--- src/rtl/convert_from_10.sv ---
`default_nettype none
// ============================================================================
//  Module   : convert_from_10
//  Purpose  : Streaming decimal-to-binary converter. Accepts a string of
//             decimal digits (most significant first, one per cycle) and
//             accumulates binary = binary*10 + digit, modulo 2^WIDTH.
//  Revision : 1.0  - initial release
// ----------------------------------------------------------------------------
//  Parameters
//    WIDTH       - width of the binary result in bits
//    MAX_DIGITS  - maximum number of digits accepted per conversion (1..255)
//  Ports
//    clk         in   1      single clock, rising edge
//    rst         in   1      asynchronous, active-low reset
//    start       in   1      one-cycle pulse, begins a conversion (IDLE only)
//    digit       in   4      decimal digit value, MSD first
//    digit_valid in   1      qualifies digit
//    digit_last  in   1      marks the final digit, sampled with digit_valid
//    digit_ready out  1      a digit can be accepted this cycle (RUN only)
//    busy        out  1      high in RUN and FIN
//    done        out  1      one-cycle pulse, result is final
//    binary      out  WIDTH  unsigned value of the digit string
//    ndigits     out  8      digits accepted in the current / last conversion
//    err         out  1      sticky: invalid digit or digit limit reached
//    ovf         out  1      sticky: value exceeded 2^WIDTH-1
// ============================================================================
module convert_from_10 #(
  parameter int WIDTH      = 400,
  parameter int MAX_DIGITS = 150
) (
  input  logic             clk,
  input  logic             rst,
  input  logic             start,
  input  logic [3:0]       digit,
  input  logic             digit_valid,
  input  logic             digit_last,
  output logic             digit_ready,
  output logic             busy,
  output logic             done,
  output logic [WIDTH-1:0] binary,
  output logic [7:0]       ndigits,
  output logic             err,
  output logic             ovf
);

  // --------------------------------------------------------------------------
  // State encoding
  // --------------------------------------------------------------------------
  localparam logic [1:0] c_st_idle = 2'd0;
  localparam logic [1:0] c_st_run  = 2'd1;
  localparam logic [1:0] c_st_fin  = 2'd2;

  // ndigits value held *before* accepting the digit that reaches the limit
  localparam logic [7:0] c_last_idx = 8'(MAX_DIGITS - 1);

  // --------------------------------------------------------------------------
  // Registers
  // --------------------------------------------------------------------------
  logic [1:0]       state_q,   state_d;
  logic [WIDTH-1:0] binary_q,  binary_d;
  logic [7:0]       ndigits_q, ndigits_d;
  logic             err_q,     err_d;
  logic             ovf_q,     ovf_d;

  // --------------------------------------------------------------------------
  // Multiply-by-ten accumulator
  //   The sum is formed four bits wider than the result so the exact value
  //   binary*10 + d (< 16 * 2^WIDTH) is available; any bit set above WIDTH
  //   means the true value no longer fits and ovf must be raised.
  // --------------------------------------------------------------------------
  logic [WIDTH+3:0] w_shl3;
  logic [WIDTH+3:0] w_shl1;
  logic [WIDTH+3:0] w_dext;
  logic [WIDTH+3:0] w_sum;
  logic             w_sum_ovf;
  logic             w_accept;
  logic             w_digit_bad;
  logic             w_at_limit;

  assign w_shl3    = {1'b0, binary_q, 3'b000};
  assign w_shl1    = {3'b000, binary_q, 1'b0};
  assign w_dext    = {{WIDTH{1'b0}}, digit};
  assign w_sum     = w_shl3 + w_shl1 + w_dext;
  assign w_sum_ovf = |w_sum[WIDTH+3:WIDTH];

  // A digit is consumed only while the block is presenting ready
  assign w_accept    = (state_q == c_st_run) && digit_valid;
  assign w_digit_bad = (digit > 4'd9);
  assign w_at_limit  = (ndigits_q == c_last_idx);

  // --------------------------------------------------------------------------
  // Next-state logic
  // --------------------------------------------------------------------------
  always_comb begin
    state_d   = state_q;
    binary_d  = binary_q;
    ndigits_d = ndigits_q;
    err_d     = err_q;
    ovf_d     = ovf_q;

    case (state_q)
      c_st_idle: begin
        // Results from the previous conversion are held until a new start
        if (start) begin
          binary_d  = '0;
          ndigits_d = '0;
          err_d     = 1'b0;
          ovf_d     = 1'b0;
          state_d   = c_st_run;
        end
      end

      c_st_run: begin
        if (w_accept) begin
          if (w_digit_bad) begin
            // Invalid digit: value and count are left untouched
            err_d   = 1'b1;
            state_d = c_st_fin;
          end else begin
            binary_d  = w_sum[WIDTH-1:0];
            ndigits_d = ndigits_q + 8'd1;
            if (w_sum_ovf) begin
              ovf_d = 1'b1;
            end
            if (digit_last) begin
              state_d = c_st_fin;
            end else if (w_at_limit) begin
              // Limit reached without a terminator: keep this digit, flag it
              err_d   = 1'b1;
              state_d = c_st_fin;
            end
          end
        end
      end

      c_st_fin: begin
        state_d = c_st_idle;
      end

      default: begin
        state_d = c_st_idle;
      end
    endcase
  end

  // --------------------------------------------------------------------------
  // State registers
  // --------------------------------------------------------------------------
  always_ff @(posedge clk or negedge rst) begin
    if (!rst) begin
      state_q   <= c_st_idle;
      binary_q  <= '0;
      ndigits_q <= '0;
      err_q     <= 1'b0;
      ovf_q     <= 1'b0;
    end else begin
      state_q   <= state_d;
      binary_q  <= binary_d;
      ndigits_q <= ndigits_d;
      err_q     <= err_d;
      ovf_q     <= ovf_d;
    end
  end

  // --------------------------------------------------------------------------
  // Outputs (status decoded straight from the state register so they drop
  // together with it when rst is asserted)
  // --------------------------------------------------------------------------
  assign digit_ready = (state_q == c_st_run);
  assign busy        = (state_q != c_st_idle);
  assign done        = (state_q == c_st_fin);
  assign binary      = binary_q;
  assign ndigits     = ndigits_q;
  assign err         = err_q;
  assign ovf         = ovf_q;

endmodule
`default_nettype wire

--- config.mk ---
export PLATFORM = sky130hd
export DESIGN_NAME = convert_from_10
export DESIGN_NICKNAME = d
export VERILOG_FILES = /design/src/rtl/convert_from_10.sv
export SDC_FILE = /design/constraint.sdc
export NUM_CORES = 2
export LEC_CHECK = 0
export BUFFER_PORTS_ARGS = -buffer_cell sky130_fd_sc_hd__buf_2
export CAP_MARGIN = 30
export CELL_PAD_IN_SITES_DETAIL_PLACEMENT = 0
export CELL_PAD_IN_SITES_GLOBAL_PLACEMENT = 2
export CORE_ASPECT_RATIO = 0.7
export CORE_UTILIZATION = 33
export DETAILED_ROUTE_END_ITERATION = 8
export GPL_ROUTABILITY_DRIVEN = 0
export PLACE_DENSITY = 0.78
export SLEW_MARGIN = 20
export SYNTH_ARGS = -nofsm -noshare
export SYNTH_HDL_FRONTEND = slang
export SYNTH_SLANG_ARGS = --single-unit
--- constraint.sdc ---
create_clock -name clk -period 4.4 [get_ports clk]
set_clock_uncertainty 0.15 [all_clocks]
set_input_delay 0.44 -clock clk [delete_from_list [all_inputs] [get_ports clk]]
set_output_delay 0.44 -clock clk [all_outputs]
set_load 0.02 [all_outputs]
# == Word level (Yosys, flattened, before mapping) ==
# Cells that the tools add are included.
# W data, S select, Z words.
# classes
n_addsub,3
n_mux,24
n_lt_le_gt_ge,1
eq_ne,10
n_reduce_logical,9
# op_table
cell,count
$mux W400,3
$pmux W400 S2,1
$add A403 B401 Y404,1
$add A404 B4 Y404,1
$mux W8,3
$pmux W8 S2,1
$mux W2,5
$reduce_and A5 Y1,2
$add A8 B1 Y8 const B,1
$eq A8 B8 Y1 const B,1
$mux W1,8
$gt A4 B4 Y1 const B,1
$ne A2 B1 Y1 const B,2
$ne A2 B2 Y1 const B,2
$ne A4 B2 Y1 const B,1
$pmux W1 S2,2
$pmux W2 S2,1
$reduce_and A4 Y1,1
$reduce_bool A2 Y1,2
$reduce_or A4 Y1,1
$ne A3 B1 Y1 const B,1
$ne A3 B2 Y1 const B,1
$reduce_and A3 Y1,1
$eq A2 B1 Y1 const B,1
3 further kinds,3
# totals
elab_cells,52
output_inout_bits,413
input_bits,9
reg_bits,412

# == Longest topological paths before layout ==
# depth
word_depth,7
depth_mapped,20
depth_no_buf,20

# == Worst setup path after synthesis ==
# Ideal clock, no wire load.
# synth_path
kind,register to register
start,register binary_q[0] (netlist: binary[0])
end,register binary_q[371] (netlist: binary[371])
arrival_time_ns,4.705
n_path_buf,0
setup_ns,0.129
stages_incl_launch_ff,21
slack_ns,-0.584
required_time_ns,4.121
synth_period_minus_slack_ns,4.984
cell_sequence,dfrtp_1 -> inv_1 -> fa_1 -> inv_1 -> ha_1 -> a211oi_1 -> o21ai_4 -> a41oi_1 -> a211oi_2 -> o311ai_1 -> a211oi_2 -> o31a_1 -> a31oi_4 -> o41ai_4 -> a311oi_4 -> o31ai_4 -> a31oi_2 -> o21ai_2 -> a21oi_1 -> xor2_1 -> o21ai_1
# synth_between
elab_chain_cells,5
# synth_lines
element,line_no,rtl
from (decl),60,"logic [WIDTH-1:0] binary_q, binary_d;"
from (signal assigned),158,binary_q <= binary_d;
$add A403 B401 Y404,83,assign w_sum = w_shl3 + w_shl1 + w_dext;
$add A404 B4 Y404,83,
$mux W400,115,if (w_digit_bad) begin
$mux W400,114,if (w_accept) begin
$pmux W400 S2,101,case (state_q)
# Every way passes these cells. The select of a mux whose other input is x is not followed.
# A chain may end at the register's enable or synchronous reset.

# == Final worst setup path ==
# layout_path
start,register binary_q[2] (netlist: binary[2])
end,register ovf_q (netlist: ovf)
# layout_between
elab_chain_cells,5
# layout_lines
element,line_no,rtl
$add A403 B401 Y404,83,
$add A404 B4 Y404,83,
$reduce_or A4 Y1,84,assign w_sum_ovf = |w_sum[WIDTH+3:WIDTH];
$ne A2 B1 Y1 (no line),n/a,
$reduce_and A5 Y1 (no line),n/a,
to (signal assigned),161,ovf_q <= ovf_d;
to (decl),63,"logic ovf_q, ovf_d;"
# Every way passes these cells.

==> results.yml <==
synthesis:
  syn_nets: 7864
  ys.flop_type: "dfrtp_1"
  ys_types: 92
  yosysWarnings: 0
  ys_ff_latch: 412
  synth_edf_count: 0
  ys_seq_area_frac: 0.1997
  async_flop_share: 1.000
  synthTopCellsByArea: "dfrtp_1, ha_1, o21ai_0"
  synth_area_um2: 51640
  yosysTopAreaCellShare: 0.1997
  synth.avg_cell_area_um2: 7.322
  synth_area_leader_cell: "dfrtp_1"
  postSynthCellCount: 7052
critical_path:
  end_kind: "flip-flop"
  reg2reg_setup_slack_ps: -890
  crit_required_ps: 4830
  critical-path-max-stage-delay_ps: 520
  crit_top_cell: "buf_6"
  rr_worst_depth: 26
  crit_family: "compound AO/OA/AOI/OAI gates"
  path_max_fanout: 4
  rr_endpoint: "ovf"
  path_buf_inv: 9
  r2r_start: "binary[2]"
  arrival_ps: 5710
  crit_slowest_cell: "fa_1"
  start_kind: "flip-flop"
  critical_path_class: "flip-flop to flip-flop"
pwr:
  p_leak_nw: 41.21
  swShare: 0.4011
  power_density_nw_per_um2: 155.2
  p_comb_frac: 0.312
  power.total_w: 0.01293
  pwr-share-clk: 0.376
  ir_worst_vdd_mv: 0.5221
  seq_power_share: 0.312
  power.switching_w: 0.005184
  internal_power_w: 0.007742
sta:
  slew_headroom: 0.2986
  setup_viol: 206
  finalHoldViolations: 0
  rsz0062_at_grt: "yes"
  finalSetupTns_ps: -75080
  fin_ws_ps: -885.8
  slew_violations: 0
  period_share: 1.201
  clock.fmax_mhz: 189.2
  period_minus_slack_ps: 5286
  worst_pin_slew_ps: 1041
layout:
  fillCellCount: 15020
  final_area_um2: 83260
  multi_input_area_um2: 44760
  fin_nets: 10700
  regArea_um2: 10330
  final_cells: 12020
  layout-drive-gt1-share: 0.3995
  area_delta_synth_final_pct: 61.24
drt:
  post_drt_wl_per_cell_um: 22.36
  vias_per_cell: 5.566
  routed_wirelength_mm: 268.9
  drtIter0Drc: 7426
  vias: 66930
  first_pass_iters: 6
  drc_errors: 0
  ant_nets: 0
status:
  failed_checks: "setup timing"
  outcome: "finished, violations left"
clock_tree:
  htreeDepth: 2
  cts_buffers: 53
  clkTransAtPathRegs_ps: 70
  cts_max_path_buffers: 3
  cts_sinks: 412
  cts_tree: "built"
  cts_root_buffer: "clkbuf_16"
  clock_latency_ps: 710
min_path:
  hold_path.class: "input port to flip-flop"
  hold_depth: 5
  holdPathEnd: "binary[2]"
  hp-start: "digit[2]"
global_route:
  grt_max_degree: 136
  grt_usage: 0.3292
  grt_pass1_vias: 64700
  grt_overflow: 0
  antenna_found_initial: 1
  grt_pass1_wl_mm: 400.4
floorplanning:
  coreArea_um2: 155300
  die_h_um: 333.0
  die_x_um: 474.8
  start_util: 0.3324
  row_count: 121
  ioPinCount: 422
  die_area_um2: 158100
placement:
  port_buffers: 421
  place_area_um2: 74440
  place_ws_ps: -1800
  dp_hpwl_mm: 223.1
  place_inst: 11740
job:
  max_cap_viol_count: 0
## cells in the final DEF, fill, tap and decap left out, types with 18 or more instances in the layout
master / instances
nor2_1: 514
buf_6: 144
nand2b_1: 23
nor2_2: 23
nor3_1: 119
xor2_2: 28
a31oi_4: 22
a21oi_2: 94
dfrtp_1: 398
o21ai_4: 24
nor4_1: 43
clkbuf_16: 53
buf_4: 2544
o21ai_1: 192
a21boi_0: 25
nand4_1: 287
buf_2: 420
inv_1: 118
o21a_1: 58
xnor2_2: 60
or3_1: 20
o211ai_1: 24
nor3_2: 23
ha_4: 77
a21oi_4: 32
a31oi_1: 29
xnor2_1: 155
nand3_1: 85
a21o_1: 235
o21ai_2: 41
xor2_1: 147
ha_1: 707
o21ai_0: 661
buf_12: 18
or2_2: 30
o21bai_1: 146
a21oi_1: 704
nand2_1: 1073
o31ai_1: 21
## worst min-delay path, cell delays in order
cell and delay (ps):
buf_2 130, ha_1 140, ha_1 120, nand2_1 40, o21ai_0 50
## cell type report
| type | count | area share |
|---|---|---|
| Timing Repair Buffer | 3132 | 0.2793 |
| Clock buffer | 66 | 0.01736 |
| Sequential cell | 412 | 0.1240 |
| Inverter | 123 | 0.005635 |
| Multi-Input combinational cell | 6169 | 0.5375 |
| Antenna cell | 2 | 0.00006011 |
| Clock inverter | 29 | 0.004674 |
| Tap cell | 2091 | 0.03142 |
## worst max-delay path by stage
stage	slack (ps)	cells after the start	end	startpoint
5_1_grt	-980	26	ovf	binary[2]
4_1_cts	-890	25	binary[397]	binary[2]
3_5_place_dp	-1800	25	binary[299]	digit[3]
2_1_floorplan	-140	20	binary[341]	digit[3]
6_report	-890	26	ovf	binary[2]
3_3_place_gp	-1710	25	binary[299]	digit[3]
## power groups by stage
stage | clock, W | sequential, W | combinational [W]
after floorplan | 0 | 0.00419 | 0.00186
after global placement | 0 | 0.00409 | 0.00369
after detailed placement | 0 | 0.00409 | 0.00373
after CTS | 0.00500 | 0.00403 | 0.00399
after global routing | 0.00512 | 0.00404 | 0.00431
final | 0.00487 | 0.00403 | 0.00403
## what timing repair did
action	CTS	global route
setup endpoints to repair	236	241
pin swaps	262	161
resized for setup	992	212
buffers inserted	172	71
hold buffers	4	0
endpoints found under the hold margin	77	0
## synth_stat cells (all sizes together), types with 11 or more instances
library cell  number
or2               36
o31ai             41
o31a              12
nand2           1098
clkbuf           328
inv              123
nor2             554
a21o             236
a21oi            830
a221oi            23
nand4            288
dfrtp            412
xnor2            223
and3              18
nand2b            28
o21ai            918
buf               20
nor3             148
ha               801
a22o              14
and4              18
o41ai             16
o21bai           153
nor4              58
nor2b             17
and2              15
a41oi             11
nand3             94
or3               20
xor2             177
o211ai            25
a21boi            42
a211oi            24
o21a              65
a31oi             56
## logic make-up (layout without fill, tap and decap cells)
logic type,Yosys count,in the layout,share of synthesized area
buffers and inverters,471,3350,0.03467
AND/OR/NAND/NOR,2416,2416,0.2089
other,0,2,0
AO/OA/AOI/OAI,2549,2549,0.2938
flip-flops,412,412,0.1997
adder cells (fa/ha/maj),803,803,0.1949
XOR/XNOR,400,400,0.06785
multiplexers,1,1,0.0001939
## registers in the layout, indices dropped and copies added (netlist names)
name     flops
binary     400
err          1
ndigits      8
ovf          1
state_q      2
## stage by stage
stage	util	hold slack, ps
after CTS	0.5281	48.17
after detailed placement	0.4792	365.6
after global routing	0.5360	109.6
after floorplan	-	-5.591
after global placement	0.4792	333.2
final	0.5360	109.6
## routing by layer
metal  global-route usage  vias to the layer above  wire length, um
li1                     -                    31530                -
met1               0.4871                    31990           125700
met2               0.4592                     2996           105200
met3              0.07516                      406            27510
met4               0.1114                        0            10510
met5                    0                        -                0
Note: power is estimated with default switching activity, not from simulation.
